<file path="config.mk">
export PLATFORM = sky130hd
export DESIGN_NAME = io_irq_port
export DESIGN_NICKNAME = d
export VERILOG_FILES = /design/src/rtl/io_irq_port_pkg.sv /design/src/rtl/io_irq_timer.sv /design/src/rtl/io_irq_port.sv
export SDC_FILE = /design/constraint.sdc
export NUM_CORES = 1
export LEC_CHECK = 0
export CORE_MARGIN = 4
export CORE_UTILIZATION = 47
export CTS_BUF_LIST = sky130_fd_sc_hd__clkbuf_4 sky130_fd_sc_hd__clkbuf_8
export DETAILED_ROUTE_END_ITERATION = 12
export PLACE_DENSITY = 0.76
export SKIP_CTS_REPAIR_TIMING = 1
export SYNTH_ARGS = -nofsm -noshare
export SYNTH_HDL_FRONTEND = slang
export SYNTH_HIERARCHICAL = 1
export SYNTH_SLANG_ARGS = --single-unit
</file>
<file path="constraint.sdc">
create_clock -name clk -period 2.34 [get_ports clk]
set_clock_uncertainty 0.1 [all_clocks]
set_input_delay 0.234 -clock clk [delete_from_list [all_inputs] [get_ports clk]]
set_output_delay 0.234 -clock clk [all_outputs]
set_load 0.02 [all_outputs]
</file>
<file path="src/rtl/io_irq_port_pkg.sv">
// rtl/io_irq_port_pkg.sv - shared register map and bit indices for io_irq_port
//
// Purpose : register offsets within the 4-byte window, STATUS and CTRL bit
//           positions, shared by the top level and the timer.
// Ports   : none (package).
package io_irq_port_pkg;

  typedef enum logic [1:0] {
    REG_PORT   = 2'd0,
    REG_STATUS = 2'd1,
    REG_CTRL   = 2'd2,
    REG_TIMER  = 2'd3
  } reg_off_e;

  // STATUS bit indices
  localparam int TIF = 0;
  localparam int EIF = 1;
  localparam int NIF = 2;

  // CTRL bit indices
  localparam int TEN = 0;
  localparam int TIE = 1;
  localparam int EIE = 2;

endpackage

</file>
<file path="src/rtl/io_irq_timer.sv">
// rtl/io_irq_timer.sv - prescaled programmable interval timer
//
// Purpose : prescaler 0..PRESCALE-1 whose wrap is a tick; each tick either
//           decrements COUNT or, at zero, reloads it and pulses expire.
// Ports   : clk, reset_n     clock, async active-low reset
//           en               advance enable (TEN & ce)
//           load             load RELOAD/COUNT from load_value, zero prescaler
//           load_value[7:0]  value for load
//           count[7:0]       current COUNT
//           expire           one-cycle pulse when a tick finds COUNT==0
module io_irq_timer #(
  parameter int PRESCALE = 16
) (
  input  logic       clk,
  input  logic       reset_n,
  input  logic       en,
  input  logic       load,
  input  logic [7:0] load_value,
  output logic [7:0] count,
  output logic       expire
);

  localparam logic [7:0] PS_LAST = 8'(PRESCALE - 1);

  logic [7:0] prescale_q, prescale_d;
  logic [7:0] count_q, count_d;
  logic [7:0] reload_q, reload_d;
  logic       tick;

  assign tick   = en && (prescale_q == PS_LAST);
  // A load in the same cycle as a tick wins, so the tick must not expire.
  assign expire = tick && (count_q == 8'd0) && !load;
  assign count  = count_q;

  always_comb begin
    prescale_d = prescale_q;
    count_d    = count_q;
    reload_d   = reload_q;
    if (load) begin
      reload_d   = load_value;
      count_d    = load_value;
      prescale_d = 8'd0;
    end else if (en) begin
      prescale_d = tick ? 8'd0 : prescale_q + 8'd1;
      if (tick) begin
        count_d = (count_q == 8'd0) ? reload_q : count_q - 8'd1;
      end
    end
  end

  always_ff @(posedge clk or negedge reset_n) begin
    if (!reset_n) begin
      prescale_q <= 8'd0;
      count_q    <= 8'd0;
      reload_q   <= 8'd0;
    end else begin
      prescale_q <= prescale_d;
      count_q    <= count_d;
      reload_q   <= reload_d;
    end
  end

endmodule

</file>
<file path="src/rtl/io_irq_port.sv">
// rtl/io_irq_port.sv - memory-mapped output port, interrupt status/control and timer
//
// Purpose : 4-byte register window at BASE_ADDR on the cpu6502 bus: PORT,
//           STATUS (W1C), CTRL, TIMER. Drives irq/nmi from latched sources.
//           Build option IO_IRQ_PORT_SYNC_EN adds 2-flop synchronizers on
//           ext_irq_i/ext_nmi_i ahead of edge detection.
// Ports   : clk, reset_n       clock, async active-low reset
//           ce                 CPU clock enable (bus writes, timer advance)
//           address[15:0]      CPU address
//           write, data_i[7:0] CPU write strobe and data
//           data_o[7:0]        read data (00 when not selected)
//           cs                 address falls inside the window
//           port_o[7:0]        PORT register
//           ext_irq_i/ext_nmi_i  rising-edge interrupt requests
//           irq, nmi           interrupt outputs to the CPU
module io_irq_port
  import io_irq_port_pkg::*;
#(
  parameter logic [15:0] BASE_ADDR  = 16'hbffc,
  parameter int          PRESCALE   = 16,
  parameter logic [7:0]  PORT_RESET = 8'h00
) (
  input  logic        clk,
  input  logic        reset_n,
  input  logic        ce,
  input  logic [15:0] address,
  input  logic        write,
  input  logic [7:0]  data_i,
  output logic [7:0]  data_o,
  output logic        cs,
  output logic [7:0]  port_o,
  input  logic        ext_irq_i,
  input  logic        ext_nmi_i,
  output logic        irq,
  output logic        nmi
);

  logic [7:0] port_q, port_d;
  logic [2:0] status_q, status_d;
  logic [2:0] ctrl_q, ctrl_d;
  logic       irq_prev_q, nmi_prev_q;
  logic       irq_in, nmi_in;
  logic       wr_en;
  reg_off_e   offset;
  logic [7:0] count;
  logic       expire;
  logic       timer_load;
  logic [2:0] status_set, status_clr;

  assign cs     = (address[15:2] == BASE_ADDR[15:2]);
  assign offset = reg_off_e'(address[1:0]);
  assign wr_en  = cs && write && ce;

`ifdef IO_IRQ_PORT_SYNC_EN
  logic irq_s1_q, irq_s2_q, nmi_s1_q, nmi_s2_q;

  always_ff @(posedge clk or negedge reset_n) begin
    if (!reset_n) begin
      irq_s1_q <= 1'b0;
      irq_s2_q <= 1'b0;
      nmi_s1_q <= 1'b0;
      nmi_s2_q <= 1'b0;
    end else begin
      irq_s1_q <= ext_irq_i;
      irq_s2_q <= irq_s1_q;
      nmi_s1_q <= ext_nmi_i;
      nmi_s2_q <= nmi_s1_q;
    end
  end

  assign irq_in = irq_s2_q;
  assign nmi_in = nmi_s2_q;
`else
  assign irq_in = ext_irq_i;
  assign nmi_in = ext_nmi_i;
`endif

  assign timer_load = wr_en && (offset == REG_TIMER);

  io_irq_timer #(
    .PRESCALE (PRESCALE)
  ) u_timer (
    .clk        (clk),
    .reset_n    (reset_n),
    .en         (ctrl_q[TEN] && ce),
    .load       (timer_load),
    .load_value (data_i),
    .count      (count),
    .expire     (expire)
  );

  always_comb begin
    status_set      = 3'b000;
    status_set[TIF] = expire;
    status_set[EIF] = irq_in && !irq_prev_q;
    status_set[NIF] = nmi_in && !nmi_prev_q;
  end

  assign status_clr = (wr_en && (offset == REG_STATUS)) ? data_i[2:0] : 3'b000;

  always_comb begin
    port_d   = port_q;
    ctrl_d   = ctrl_q;
    // Set is applied after the clear so a coincident source event wins.
    status_d = (status_q & ~status_clr) | status_set;
    if (wr_en) begin
      case (offset)
        REG_PORT: port_d = data_i;
        REG_CTRL: ctrl_d = data_i[2:0];
        default:  ;
      endcase
    end
  end

  always_ff @(posedge clk or negedge reset_n) begin
    if (!reset_n) begin
      port_q     <= PORT_RESET;
      status_q   <= 3'b000;
      ctrl_q     <= 3'b000;
      irq_prev_q <= 1'b0;
      nmi_prev_q <= 1'b0;
    end else begin
      port_q     <= port_d;
      status_q   <= status_d;
      ctrl_q     <= ctrl_d;
      irq_prev_q <= irq_in;
      nmi_prev_q <= nmi_in;
    end
  end

  always_comb begin
    data_o = 8'h00;
    if (cs) begin
      case (offset)
        REG_PORT:   data_o = port_q;
        REG_STATUS: data_o = {5'b00000, status_q};
        REG_CTRL:   data_o = {5'b00000, ctrl_q};
        REG_TIMER:  data_o = count;
        default:    data_o = 8'h00;
      endcase
    end
  end

  assign port_o = port_q;
  assign irq    = (status_q[TIF] && ctrl_q[TIE]) || (status_q[EIF] && ctrl_q[EIE]);
  assign nmi    = status_q[NIF];

endmodule

</file>
=== Word level (Yosys, flattened, before mapping) ===
Index checks and enable logic that the tools add are counted.

* Flip-flop bits (word level): 40
* Word-level logic and storage cells: 51

* Add/sub/neg operators: 2
* Eq/ne operators: 5
* Muxes and demuxes: 10
* Bitwise operators: 3
* Reduce and logical (&&, ||, !) cells: 23

{| class="wikitable"
|+ Operators with widths
! cell !! count
|-
| 8-bit two-way mux || 8
|-
| 8-bit one-hot mux with 4 select lines || 1
|-
| 14-bit == test, second input constant || 1
|-
| 1-bit logical AND || 12
|-
| 8-bit by 1-bit adder with 8-bit output, second input constant || 1
|-
| 8-bit by 4-bit == test with 1-bit output, second input constant || 1
|-
| 8-bit zero test || 1
|-
| 8-bit by 1-bit subtractor with 8-bit output, second input constant || 1
|-
| 2-bit AND reduction || 3
|-
| 2-bit == test, second input constant || 2
|-
| 2-bit nonzero test || 2
|-
| 3-bit bitwise AND || 1
|-
| 1-bit zero test || 3
|-
| 3-bit two-way mux || 1
|-
| 3-bit NOT || 1
|-
| 3-bit bitwise OR || 1
|-
| 2-bit by 1-bit == test with 1-bit output, second input constant || 1
|-
| 2-bit zero test || 1
|-
| 1-bit logical OR || 1
|}

=== Depth between registers and ports, before layout ===
* Word-level depth: 8
* Depth in mapped cells: 9
* Mapped depth without buffers: 7

=== Modules after synthesis ===
Netlist, hierarchy kept.

{| class="wikitable"
|+ By module, submodules not included
! module !! times used !! cells each !! area each (um^2) !! seq. area each (um^2)
|-
| io_irq_timer || 1 || 139 || 1300.0 || 600.6
|-
| io_irq_port || 1 || 74 || 875.8 || 400.4
|}

=== Worst setup path before layout ===
No wires, ideal clock.

* Kind: input -> register
* From: input address[5]
* To: register u_timer.count_q[2] (netlist: u_timer/count[2])
* Setup time: 0.141 ns
* Arrival time: 1.967 ns
* Slack: 0.131 ns
* Stages on the path: 8
* Path buffers: 2
* Cell sequence: nand4_1 or4_4 buf_6 nor2_1 inv_1 o21ai_1 clkbuf_1 a31oi_1

* Word-level cells in the longest chain between the ends: 6

{| class="wikitable"
|+ Ends and longest elaborated chain
! element !! RTL line !! text
|-
| start: declaration || io_irq_port.sv:26 || <nowiki>input logic [15:0] address,</nowiki>
|-
| 14-bit == test (*) || io_irq_port.sv:50 || <nowiki>assign cs = (address[15:2] == BASE_ADDR[15:2]);</nowiki>
|-
| 1-bit logical AND (*) (2 in a row) || io_irq_port.sv:52 || <nowiki>assign wr_en = cs && write && ce;</nowiki>
|-
| 1-bit logical AND (*) || io_irq_port.sv:78 || <nowiki>assign timer_load = wr_en && (offset == REG_TIMER);</nowiki>
|-
| named net timer_load || io_irq_port.sv:47 || <nowiki>logic timer_load;</nowiki>
|-
| 2-bit nonzero test (no line) || -- ||
|-
| 2-bit AND reduction (no line) || -- ||
|-
| end signal: assignment || io_irq_timer.sv:58 || <nowiki>count_q <= count_d;</nowiki>
|-
| end: declaration || io_irq_timer.sv:26 || <nowiki>logic [7:0] count_q, count_d;</nowiki>
|}

Mark *: on every way through the listed nets, which the timed path passes. The rest lies on a longest branch.
A chain may end at the register's enable or synchronous reset.

=== Worst setup path in the final report ===
* From: input address[5]
* To: register u_timer.count_q[4] (netlist: u_timer/count[4])

Same word-level chain as after synthesis.

==> results.json <==
{
  "wl_met2_mm": 2.71,
  "synth_area_per_cell_sq_um": 10.2,
  "yosys-top-cells-area": "dfrtp_1 46%, mux2_2 6.7%, nor2_1 3.8%",
  "synth_top_family_by_area": "simple AND/OR/NAND/NOR gates",
  "worst_pin_slew_ns": 0.874,
  "total_leakage_power_nw": 1.49,
  "num_rows": 24,
  "maxCapViolations": 0,
  "antenna_found_initial": 0,
  "diodes": 0,
  "syn-cell-area_sq_mm": 0.00218,
  "hold_viol": 40,
  "violations": "hold timing",
  "drtIter0Drc": 94,
  "clkTransAtPathRegs_ns": 0.08,
  "synth_top_area_share_pct": 46.0,
  "met3_length_um": 255,
  "slew_headroom_pct": 41.7,
  "syn_inst": 213,
  "p_per_area_mw_per_mm2": 430,
  "timing.fmax_ghz": 0.452,
  "synth_mux_area_share_pct": 10.3,
  "cts_max_level": 2,
  "synth_fa_ha_area_share_pct": 1.73,
  "grt_pass1_wl_mm": 9.00,
  "antenna_left": 0,
  "ys_types": 46,
  "cts_buffers": 5,
  "cp.arrival_ns": 2.32,
  "wl_met1_mm": 2.50,
  "critPathRequiredTime_ns": 2.45,
  "ir_drop_v": 0.000287,
  "cts_tree": "done",
  "ff_latch_area_sq_mm": 0.00100,
  "critPathMaxStageDelay_ns": 0.55,
  "crit_type": "in2reg",
  "dieArea_sq_mm": 0.00578,
  "clock_latency_ns": 0.29,
  "route.detailed.drc": 0,
  "portBuffers": 48,
  "crit_slowest_cell": "or4_4",
  "grt_overflow_total": 0,
  "wl_per_cell_um": 16.4,
  "finalNonFillerCells": 341,
  "layout_commonest_cell": "dfrtp_1",
  "layout_min_cycle_time_ns": 2.21,
  "drive_gt1_share_pct": 22.1,
  "yosysSeqAreaShare_pct": 46.0,
  "r2r_setup_slack_ns": 0.18,
  "die_h_um": 76.0,
  "top_layer_used": "met4",
  "end_kind": "register",
  "wl_mm": 5.59,
  "synth-seq-cells": 40,
  "synth_compound_area_share_pct": 14.1,
  "status": "complete, but fails checks",
  "whs_ns": -0.0470,
  "core_area_sq_mm": 0.00441,
  "grt_max_degree": 41,
  "yosys.area_share.simple_pct": 18.8,
  "dp_cells": 332,
  "gp_congestion": 0.891,
  "root_buffer": "clkbuf_8",
  "synthXorXnorAreaFrac_pct": 3.22,
  "nets": 321,
  "timing.setup.tns_ns": 0,
  "hpwl_mm": 4.22,
  "clock-sinks": 40,
  "worst-path-max-fanout": 5,
  "io_pins": 49,
  "grt_use_total_pct": 19.1,
  "rr_endpoint": "u_timer/count[1]",
  "syn_to_final_growth_pct": 38.2,
  "final_cell_mix": "40 x dfrtp_1, 38 x clkdlybuf4s50_1, 32 x buf_4",
  "rsz0062_at_grt": "false",
  "setup_violations": 0,
  "chipWidth_um": 76.0,
  "ys_warn_count": 6,
  "yosys.area.top_type": "dfrtp_1",
  "start_util_pct": 49.3,
  "cts_buffer_depth": 2,
  "grt_pass1_vias": 1854,
  "startpoint_type": "input port",
  "synth_nets": 246,
  "hold_path_class": "in2async",
  "drv_slew": 0,
  "synth_edf_count": 0,
  "multiInputGateArea_sq_mm": 0.00105,
  "path_cells": "clkdlybuf4s50_1, nand4_1, or4_4, nor2_1, buf_4, buf_4, inv_1, o21ai_2, buf_4, nor2_1, a31oi_1",
  "cpMostUsedCell": "buf_4",
  "viasPerCell": 5.60,
  "period_share_pct": 94.6,
  "ys_dominant_reg_cell": "dfrtp_1",
  "total_power_mw": 1.29,
  "reg2reg_from": "u_timer/count[0]",
  "dr.pass1.iters": 4,
  "reg2reg_depth": 6,
  "async_reset_ff_share_pct": 100,
  "num_vias": 1909,
  "num-fill-cells": 357
}
## worst max-delay path by stage
stage | depth (start not counted) | startpoint | slack [ns] | end
3_5_place_dp | 6 | address[5] | -0.25 | data_o[1]
4_1_cts | 6 | address[5] | -0.26 | data_o[3]
3_3_place_gp | 6 | address[5] | -0.23 | data_o[6]
5_1_grt | 9 | address[4] | 0.02 | u_timer/prescale_q[7]
2_1_floorplan | 8 | address[5] | 0.13 | u_timer/count[2]
6_report | 11 | address[5] | 0.13 | u_timer/count[4]
## power breakdown
part / internal (mW) / switching (mW)
logic: 0.0596 / 0.0426
clock network: 0.264 / 0.233
registers: 0.693 / 0.000640
total: 1.02 / 0.276
## synthesized netlist by cell type, types with 2 or more instances
cell type,instances
nor2_1,22
ha_1,3
or3_1,3
mux4_2,3
nor3_1,8
clkbuf_1,7
o2111ai_1,3
xnor2_1,4
mux2_2,13
buf_6,3
o31ai_1,4
or4_1,2
a211o_1,4
a21oi_1,5
a31oi_1,5
o21ai_0,10
inv_1,13
dfrtp_1,40
o221ai_1,2
xor2_1,4
and2_1,6
nand2_1,13
a22oi_1,5
nand4_1,5
a22o_1,2
nand4b_1,3
nand3_1,2
## stage by stage
step	hold WS (ns)	area, sq um	setup slack [ns]	utilization (%)
floorplan	-0.162	2180	0.131	-
global placement	0.308	2880	-0.232	65.2
detailed placement	0.309	2880	-0.252	65.2
CTS	-0.0134	2980	-0.258	67.4
global route	0.0292	3010	0.0158	68.1
finish	-0.0470	3010	0.125	68.1
## worst max-delay path: cells and delay by family
kind / cells / cell delay [ns]
and+or+nand+nor: 4 / 0.83
AOI/OAI and AO/OA: 2 / 0.24
buffers and inverters: 5 / 1.00
## routing by layer
layer  up-vias  global-route usage [%]
li1        922                       -
met1       923                    24.6
met2        54                    31.3
met3        10                    3.90
met4         0                    7.65
met5         -                       0
## cell families after synthesis
family | count (synthesis)
AOI/OAI and AO/OA | 45
DFF | 40
adders and majority gates | 3
muxes | 17
and+or+nand+nor | 74
xor gates and xnor gates | 8
buffers and inverters | 26
## state kept, by name, indices dropped and copies added, names as in the netlist
signal	flops
u_timer/reload_q	8
irq_prev_q	1
u_timer/prescale_q	8
u_timer/count	8
status_q	3
port_o	8
ctrl_q	3
nmi_prev_q	1
## area by class of cell
class | count | area share [%]
Sequential cell | 40 | 33.3
Inverter | 13 | 1.62
Timing Repair Buffer | 81 | 24.7
Tap cell | 52 | 2.16
Multi-Input combinational cell | 147 | 35.0
Clock buffer | 8 | 3.24
Note: power is estimated with default switching activity, not from simulation.
